## config.mk

```make
export PLATFORM = sky130hd
export DESIGN_NAME = store_run_guard
export DESIGN_NICKNAME = d
export VERILOG_FILES = /design/src/rtl/store_run_guard.sv
export SDC_FILE = /design/constraint.sdc
export NUM_CORES = 2
export LEC_CHECK = 0
export CORE_MARGIN = 2
export CORE_UTILIZATION = 60
export CTS_CLUSTER_DIAMETER = 60
export DETAILED_ROUTE_END_ITERATION = 8
export GPL_TIMING_DRIVEN = 0
export PLACE_DENSITY_LB_ADDON = 0.08
export SETUP_SLACK_MARGIN = 0.02
export SLEW_MARGIN = 20
export SYNTH_ARGS = -nofsm -noshare
export SYNTH_HDL_FRONTEND = slang
export SYNTH_SLANG_ARGS = --single-unit
```

## constraint.sdc

```tcl
create_clock -name clk_i -period 23 [get_ports clk_i]
set_input_delay 2.3 -clock clk_i [delete_from_list [all_inputs] [get_ports clk_i]]
set_output_delay 2.3 -clock clk_i [all_outputs]
set_load 0.01 [all_outputs]
```

## src/rtl/store_run_guard.sv

```systemverilog
// Tracks contiguous non-frame store runs, commits long runs into a circular range table,
// and flags loads that fall inside a committed or live run on the following cycle.
module store_run_guard #(
  parameter int unsigned DEPTH   = 8,
  parameter int unsigned ADDR_W  = 32,
  parameter int unsigned TIMEOUT = 10,
  parameter int unsigned MIN_RUN = 32,
  parameter int unsigned DATE_W  = 4
) (
  input  logic                       clk_i,
  input  logic                       rst_i,
  input  logic                       flush_i,
  input  logic                       valid_i,
  input  logic                       is_store_i,
  input  logic                       is_load_i,
  input  logic [3:0]                 size_i,
  input  logic [ADDR_W-1:0]          addr_i,
  input  logic                       frame_base_i,
  input  logic                       mode_i,
  output logic                       hit_o,
  output logic                       violation_o,
  output logic                       commit_o,
  output logic                       tracking_o,
  output logic [$clog2(DEPTH+1)-1:0] entries_o
);

  localparam int unsigned PtrW = $clog2(DEPTH);
  localparam int unsigned CntW = $clog2(DEPTH+1);

  typedef enum logic [0:0] {StIdle, StTrack} state_e;

  state_e              state_q;
  logic [ADDR_W-1:0]   start_q, end_q;
  logic [DATE_W-1:0]   date_q;
  logic [ADDR_W-1:0]   tstart_q [DEPTH];
  logic [ADDR_W-1:0]   tend_q   [DEPTH];
  logic [DEPTH-1:0]    tvalid_q;
  logic [PtrW-1:0]     wptr_q;
  logic [CntW-1:0]     count_q;
  logic                commit_q, hit_q, viol_q;

  logic                trk_store, other_op, load_chk;
  logic [ADDR_W-1:0]   size_ext, new_end, run_len;
  logic [ADDR_W:0]     ext_sum;
  logic                in_track, contig, extend, wrap_break, restart, timeout_close;
  logic                do_commit, tbl_hit, live_hit, hit_d;

  always_comb begin
    trk_store = valid_i & is_store_i & ~frame_base_i;
    other_op  = valid_i & ~trk_store;
    // Store wins when both flags are set, so no check happens on that cycle.
    load_chk  = valid_i & is_load_i & ~is_store_i;

    size_ext  = {{(ADDR_W-4){1'b0}}, size_i};
    new_end   = addr_i + size_ext;
    ext_sum   = {1'b0, end_q} + {1'b0, size_ext};
    run_len   = end_q - start_q;

    in_track      = (state_q == StTrack);
    contig        = in_track & trk_store & (addr_i == end_q);
    extend        = contig & ~ext_sum[ADDR_W];
    wrap_break    = contig & ext_sum[ADDR_W];
    restart       = in_track & trk_store & ~extend;
    timeout_close = in_track & other_op & (date_q == '0);
    do_commit     = (restart | timeout_close) & ~wrap_break & (run_len > ADDR_W'(MIN_RUN));

    tbl_hit = 1'b0;
    for (int k = 0; k < DEPTH; k++) begin
      if (tvalid_q[k] && (addr_i >= tstart_q[k]) && (addr_i < tend_q[k])) tbl_hit = 1'b1;
    end
    // Live run compare covers the closing cycle before the table write lands.
    live_hit = in_track & (addr_i >= start_q) & (addr_i < end_q);
    hit_d    = load_chk & (tbl_hit | live_hit);
  end

  always_ff @(posedge clk_i or posedge rst_i) begin
    if (rst_i) begin
      state_q  <= StIdle;
      start_q  <= '0;
      end_q    <= '0;
      date_q   <= '0;
      tvalid_q <= '0;
      wptr_q   <= '0;
      count_q  <= '0;
      commit_q <= 1'b0;
      hit_q    <= 1'b0;
      viol_q   <= 1'b0;
      for (int k = 0; k < DEPTH; k++) begin
        tstart_q[k] <= '0;
        tend_q[k]   <= '0;
      end
    end else if (flush_i) begin
      state_q  <= StIdle;
      start_q  <= '0;
      end_q    <= '0;
      date_q   <= '0;
      tvalid_q <= '0;
      wptr_q   <= '0;
      count_q  <= '0;
      commit_q <= 1'b0;
      hit_q    <= 1'b0;
      viol_q   <= 1'b0;
    end else begin
      commit_q <= do_commit;
      hit_q    <= hit_d;
      viol_q   <= hit_d & mode_i;

      if (do_commit) begin
        tstart_q[wptr_q] <= start_q;
        tend_q[wptr_q]   <= end_q;
        tvalid_q[wptr_q] <= 1'b1;
        wptr_q           <= wptr_q + 1'b1;
        if (count_q != CntW'(DEPTH)) count_q <= count_q + 1'b1;
      end

      unique case (state_q)
        StIdle: begin
          if (trk_store) begin
            start_q <= addr_i;
            end_q   <= new_end;
            date_q  <= DATE_W'(TIMEOUT);
            state_q <= StTrack;
          end
        end
        StTrack: begin
          if (trk_store) begin
            date_q <= DATE_W'(TIMEOUT);
            if (extend) begin
              end_q <= ext_sum[ADDR_W-1:0];
            end else begin
              start_q <= addr_i;
              end_q   <= new_end;
            end
          end else if (other_op) begin
            if (date_q == '0) state_q <= StIdle;
            else              date_q  <= date_q - 1'b1;
          end
        end
        default: state_q <= StIdle;
      endcase
    end
  end

  assign hit_o       = hit_q;
  assign violation_o = viol_q;
  assign commit_o    = commit_q;
  assign tracking_o  = (state_q == StTrack);
  assign entries_o   = count_q;

endmodule

```

== Word-level counts from Yosys, hierarchy flattened ==
Cells that the tools add are included.
Cells by class
  add/subtract/negate cells: 6
  $mul: 0
  div/mod/pow operators: 0
  magnitude comparators: 23
  equality and inequality tests: 7
  shift operators: 0
  multiplexer cells: 46
  bitwise operators: 30
  reductions and logical operators: 26
Operators with widths (count)
  $bwmux 256: 2
  $ge 32x32->1: 9
  $lt 32x32->1: 9
  $mux 32: 9
  $pmux 32 s2: 2
  $demux 32 s3: 1
  $add 32x4->33: 1
  $add 32x4->32: 1
  $eq 32x32->1: 1
  $gt 32x6->1 const B: 1
  $mux 4: 8
  $sub 32x32->32: 1
  $and 1x1->1: 18
  $logic_and 1x1->1: 18
  $mux 1: 17
  $mux 8: 2
  $ne 4x4->1 const B: 2
  $not 1->1: 8
  $or 8x8->8: 1
  $pmux 4 s2: 1
  $mux 3: 2
  $ne 3x3->1 const B: 2
  $reduce_and 2->1: 3
  $reduce_and 3->1: 2
  15 further kinds: 17
Word-level totals
  register bits: 599
  bits in latches: 0
  RAM bits: 0
  ROM bits: 0
  bits of input ports: 44
  output and inout port bits: 8
  logic and storage cells: 164
  memories kept: 0

== Depth between registers and ports, before layout ==
  depth in word-level cells: 15
  gate-level depth with buffers: 18
  mapped depth without buffers: 14

== Worst setup path after synthesis ==
Ideal clock, no wire load.
  kind: in2reg
  start point: input size_i[0]
  end point: register start_q[0]
  setup time: 0.066 ns
  data arrival time: 4.960 ns
  required time: 22.934 ns
  setup slack: 17.973 ns
  stages on the path: 13
  buffers on the path: 2
  path through: ha_1 fa_1 a21o_1 a21oi_1 nor2_1 and3_1 nand3_1 nor3_1 or2_2 clkbuf_1 a21oi_1 clkbuf_1 a22o_1
Between the ends
  cells in the longest elaborated chain, start to end: 5
Ends and longest elaborated chain
  start: declaration: line 16  | input logic [3:0] size_i,
  $add 32x4->33: line 56  | ext_sum = {1'b0, end_q} + {1'b0, size_ext};
  $not 1->1: line 61  | extend = contig & ~ext_sum[ADDR_W];
  $and 1x1->1: line 61
  $ne 3x3->1 (no source line)
  $reduce_and 3->1 (no source line)
  end signal: assignment: line 119  | start_q <= addr_i;
  end signal: assignment: line 131  | start_q <= addr_i;
  end: declaration: line 33  | logic [ADDR_W-1:0] start_q, end_q;
Every way passes these cells.
A chain may end at the register's enable or synchronous reset.

== Worst setup path after layout ==
  start point: input addr_i[0]
  end point: register viol_q, in the netlist violation_o
Between the ends
  cells in the longest elaborated chain, start to end: 15
  elaborated cells on any way between the ends: 48
  those cells by class: order compare: 18; mux: 9; bitwise: 5; reduce/logical: 16
Ends and longest elaborated chain
  start: declaration: line 17  | input logic [ADDR_W-1:0] addr_i,
  $ge 32x32->1: line 69  | if (tvalid_q[k] && (addr_i >= tstart_q[k]) && (addr_i < tend_q[k])) tbl_hit = 1'b1;
  $logic_and 1x1->1 (2 in series): line 69
  $mux 1 (8 in series): line 69
  $or 1x1->1 *: line 73  | hit_d = load_chk & (tbl_hit | live_hit);
  $and 1x1->1 *: line 73
  $and 1x1->1 *: line 106  | viol_q <= hit_d & mode_i;
  $mux 1 *: line 92  | end else if (flush_i) begin
  end signal: assignment: line 106
  end: declaration: line 40  | logic commit_q, hit_q, viol_q;
Mark *: on every way between the ends. The rest lies on a longest branch, timed or not.

==> results.yml <==
status:
  status: "completed"
sta:
  setup_ws_ns: 15.42
  fin_hold_ws_ns: 0.5000
  finalCritPeriodShare_pct: 32.95
  drv_slew: 0
  grt_setup_unrepaired: "false"
  max_slew_margin_pct: 16.12
  fin_skew_ns: 0.02569
  fmax_mhz: 131.9
  finalHoldViolations: 0
  setup_viol: 0
  finalSetupTns_ns: 0
  worst_pin_slew_ns: 1.247
  layout_min_cycle_time_ns: 7.579
routing:
  routed_via_density: 6.060
  drt_iter0_drc: 2277
  routed_wl_mm: 116.7
  dr.pass1.iters: 6
  vias: 29770
  antenna_left: 0
  avgRoutedWirePerCell_um: 23.76
  route.detailed.drc: 0
clock_network:
  clockBufferDepth: 3
  clkSlewWorstSetupHoldPaths_ns: 0.06
  clock_latency_ns: 0.62
  cts_made_buffers: 70
  cts_resized: 0
  cts_tree: "done"
  cts_setup_buffers: 0
  hold_buffers: 0
  h-tree-depth: 3
  root_buffer: "clkbuf_16"
  cts_sinks: 599
yosys:
  synth_common_cells: "611 x ha_1, 599 x dfrtp_1, 531 x inv_1"
  yosysTopAreaCell: "dfrtp_1"
  synth_area_per_cell_um2: 10.28
  synth_seq_cells: 599
  ys.flop_type: "dfrtp_1"
  yosysMostFrequentCell: "ha_1"
  synth_xor_area_share_pct: 1.103
  async_reset_ff_share_pct: 100.0
  syn_inst: 3859
  yosys-top-cells-area: "dfrtp_1 38%, ha_1 19%, mux2i_1 13%"
  synthesis.yosys.warnings: 0
  synth_top_area_share_pct: 37.77
  synthAdderAreaFrac_pct: 19.41
  synthMuxAreaShare_pct: 13.15
  synth_top_family_by_area: "adder cells"
  synth_compound_area_share_pct: 12.22
  ys_seq_area_share_pct: 37.77
  synth_cell_types: 78
  synth-edff-count: 0
  synth-simple-area-share_pct: 8.405
  synth_area_um2: 39690
  synth_nets: 4517
worst_setup_path:
  required_ns: 23.45
  cp_slowest_cell: "nor4_1"
  critical_path.max_fanout: 11
  path_buf_inv: 2
  startpoint_type: "input port"
  crit_family: "compound AO/OA/AOI/OAI gates"
  cp.arrival_ns: 8.02
  path_class: "in -> reg"
  crit_path_max_incr_delay_ns: 1.10
  endpoint_kind: "register"
  path_cells: "clkdlybuf4s50_1, inv_1, ha_1, nand2b_1, a21o_1, a21oi_1, o211ai_1, a2111oi_0, o31ai_1, a41oi_1, a211o_1, o311ai_0, nor4_1, nor2_1"
placement:
  hpwlAfterDp_mm: 80.21
  placed_cell_area_um2: 41470
  place_congestion: 0.9605
  port_buffers: 50
  pre_cts_ws_ns: 14.95
cells_and_area:
  drive_gt1_share_pct: 6.350
  fin_util_pct: 66.67
  final_area_um2: 43750
  syn_to_final_growth_pct: 10.24
  nets: 4654
die:
  dieArea_um2: 68220
  die_h_um: 261.2
  ios: 52
  rows: 94
  core-area_um2: 65630
  fp.dieW_um: 261.2
  start_util_pct: 60.47
power:
  power.density_nw_per_um2: 61.02
  vdd_drop_max_v: 0.00005052
  p_leak_nw: 26.52
global_routing:
  grt_pass1_vias: 29520
  grt_max_degree: 100
  grt-ovfl-total: 0
  antenna_found_initial: 1
  grt_pass1_wl_mm: 177.4
  grt_use_total_pct: 34.74
hold_path:
  hp-class: "reg -> reg"
flow_run:
  maxCapViolCount: 0
per-layer routing:
layer / track usage [%] / share of wire, %
met1: 47.85 / 44
met2: 53.85 / 44
met4: 13.73 / 4.4
met3: 7.201 / 7.4
met5: 0 / 0.0086
cell type report:
cell class / count / area, um^2
fillers: 5370 / 21870
multi-input cells: 2563 / 21550
flip-flops and latches: 599 / 14990
inverters: 585 / 2203
clock buffers: 104 / 2115
well taps: 864 / 1081
plain buffers: 112 / 957.2
repair buffers: 65 / 688.2
clock inverters: 19 / 165.2
diodes: 1 / 2.502
kinds of logic (layout without fill, tap and decap cells):
group	Yosys count	in the layout
compound gates	758	758
buf+inv	697	885
simple gates	622	622
fa+ha+maj	614	614
flops	599	599
mux	519	519
xor+xnor	50	50
other cells	0	1
stage by stage:
step / cells / total power [mW]
6_report: 4912 / 2.670
5_1_grt: 4911 / 2.772
4_1_cts: 4911 / 2.674
3_5_place_dp: 4788 / 1.556
3_3_place_gp: 4773 / 1.543
2_1_floorplan: 3859 / 1.413
sequential cells by signal, indices dropped and copies added, names as in the netlist:
| register | count |
|---|---|
| end_q | 32 |
| date_q | 4 |
| start_q | 32 |
| commit_o | 1 |
| hit_o | 1 |
| violation_o | 1 |
| tvalid_q | 8 |
| entries_o | 4 |
| tend_q | 256 |
| wptr_q | 3 |
| tracking_o | 1 |
| tstart_q | 256 |
path summary, 6_finish.rpt:
kind | start | to | slack [ns] | depth (start not counted)
min in group asynchronous | rst_i | tstart_q[102] | 2.14 | 2
max | addr_i[0] | violation_o | 15.42 | 14
min | tend_q[160] | tend_q[160] | 0.50 | 1
max in group asynchronous | rst_i | tstart_q[122] | 19.43 | 4
max reg2reg | end_q[30] | start_q[25] | 17.45 | 10
min reg2reg | tend_q[160] | tend_q[160] | 0.50 | 1
cells in the final DEF, fill, tap and decap left out, types with 8 or more instances in the layout:
cell type / count
o21a_1: 21
clkinv_2: 9
clkbuf_8: 15
and3_1: 23
buf_2: 43
clkdlybuf4s50_1: 19
nor2b_1: 43
buf_6: 26
o21ai_0: 167
nor3_1: 46
a22o_1: 32
xnor2_1: 26
buf_4: 9
dfrtp_1: 599
clkbuf_16: 74
a2111oi_0: 16
nand4b_1: 8
nand2b_1: 39
nand2_1: 107
ha_1: 611
clkbuf_1: 60
nor4_1: 22
a211oi_1: 35
mux2i_1: 500
a21oi_1: 218
o211ai_1: 21
clkinv_1: 54
nand3_1: 50
nor2_1: 119
xor2_1: 24
a31oi_1: 14
mux2_2: 13
or2_2: 8
inv_1: 530
nand4_1: 116
buf_12: 25
a21o_1: 158
where the power goes:
part | internal (mW) | total (mW) | switching, mW
clock network | 0.651 | 1.13 | 0.474
registers | 1.10 | 1.12 | 0.0171
logic | 0.155 | 0.426 | 0.271
Note: power is estimated with default switching activity, not from simulation.
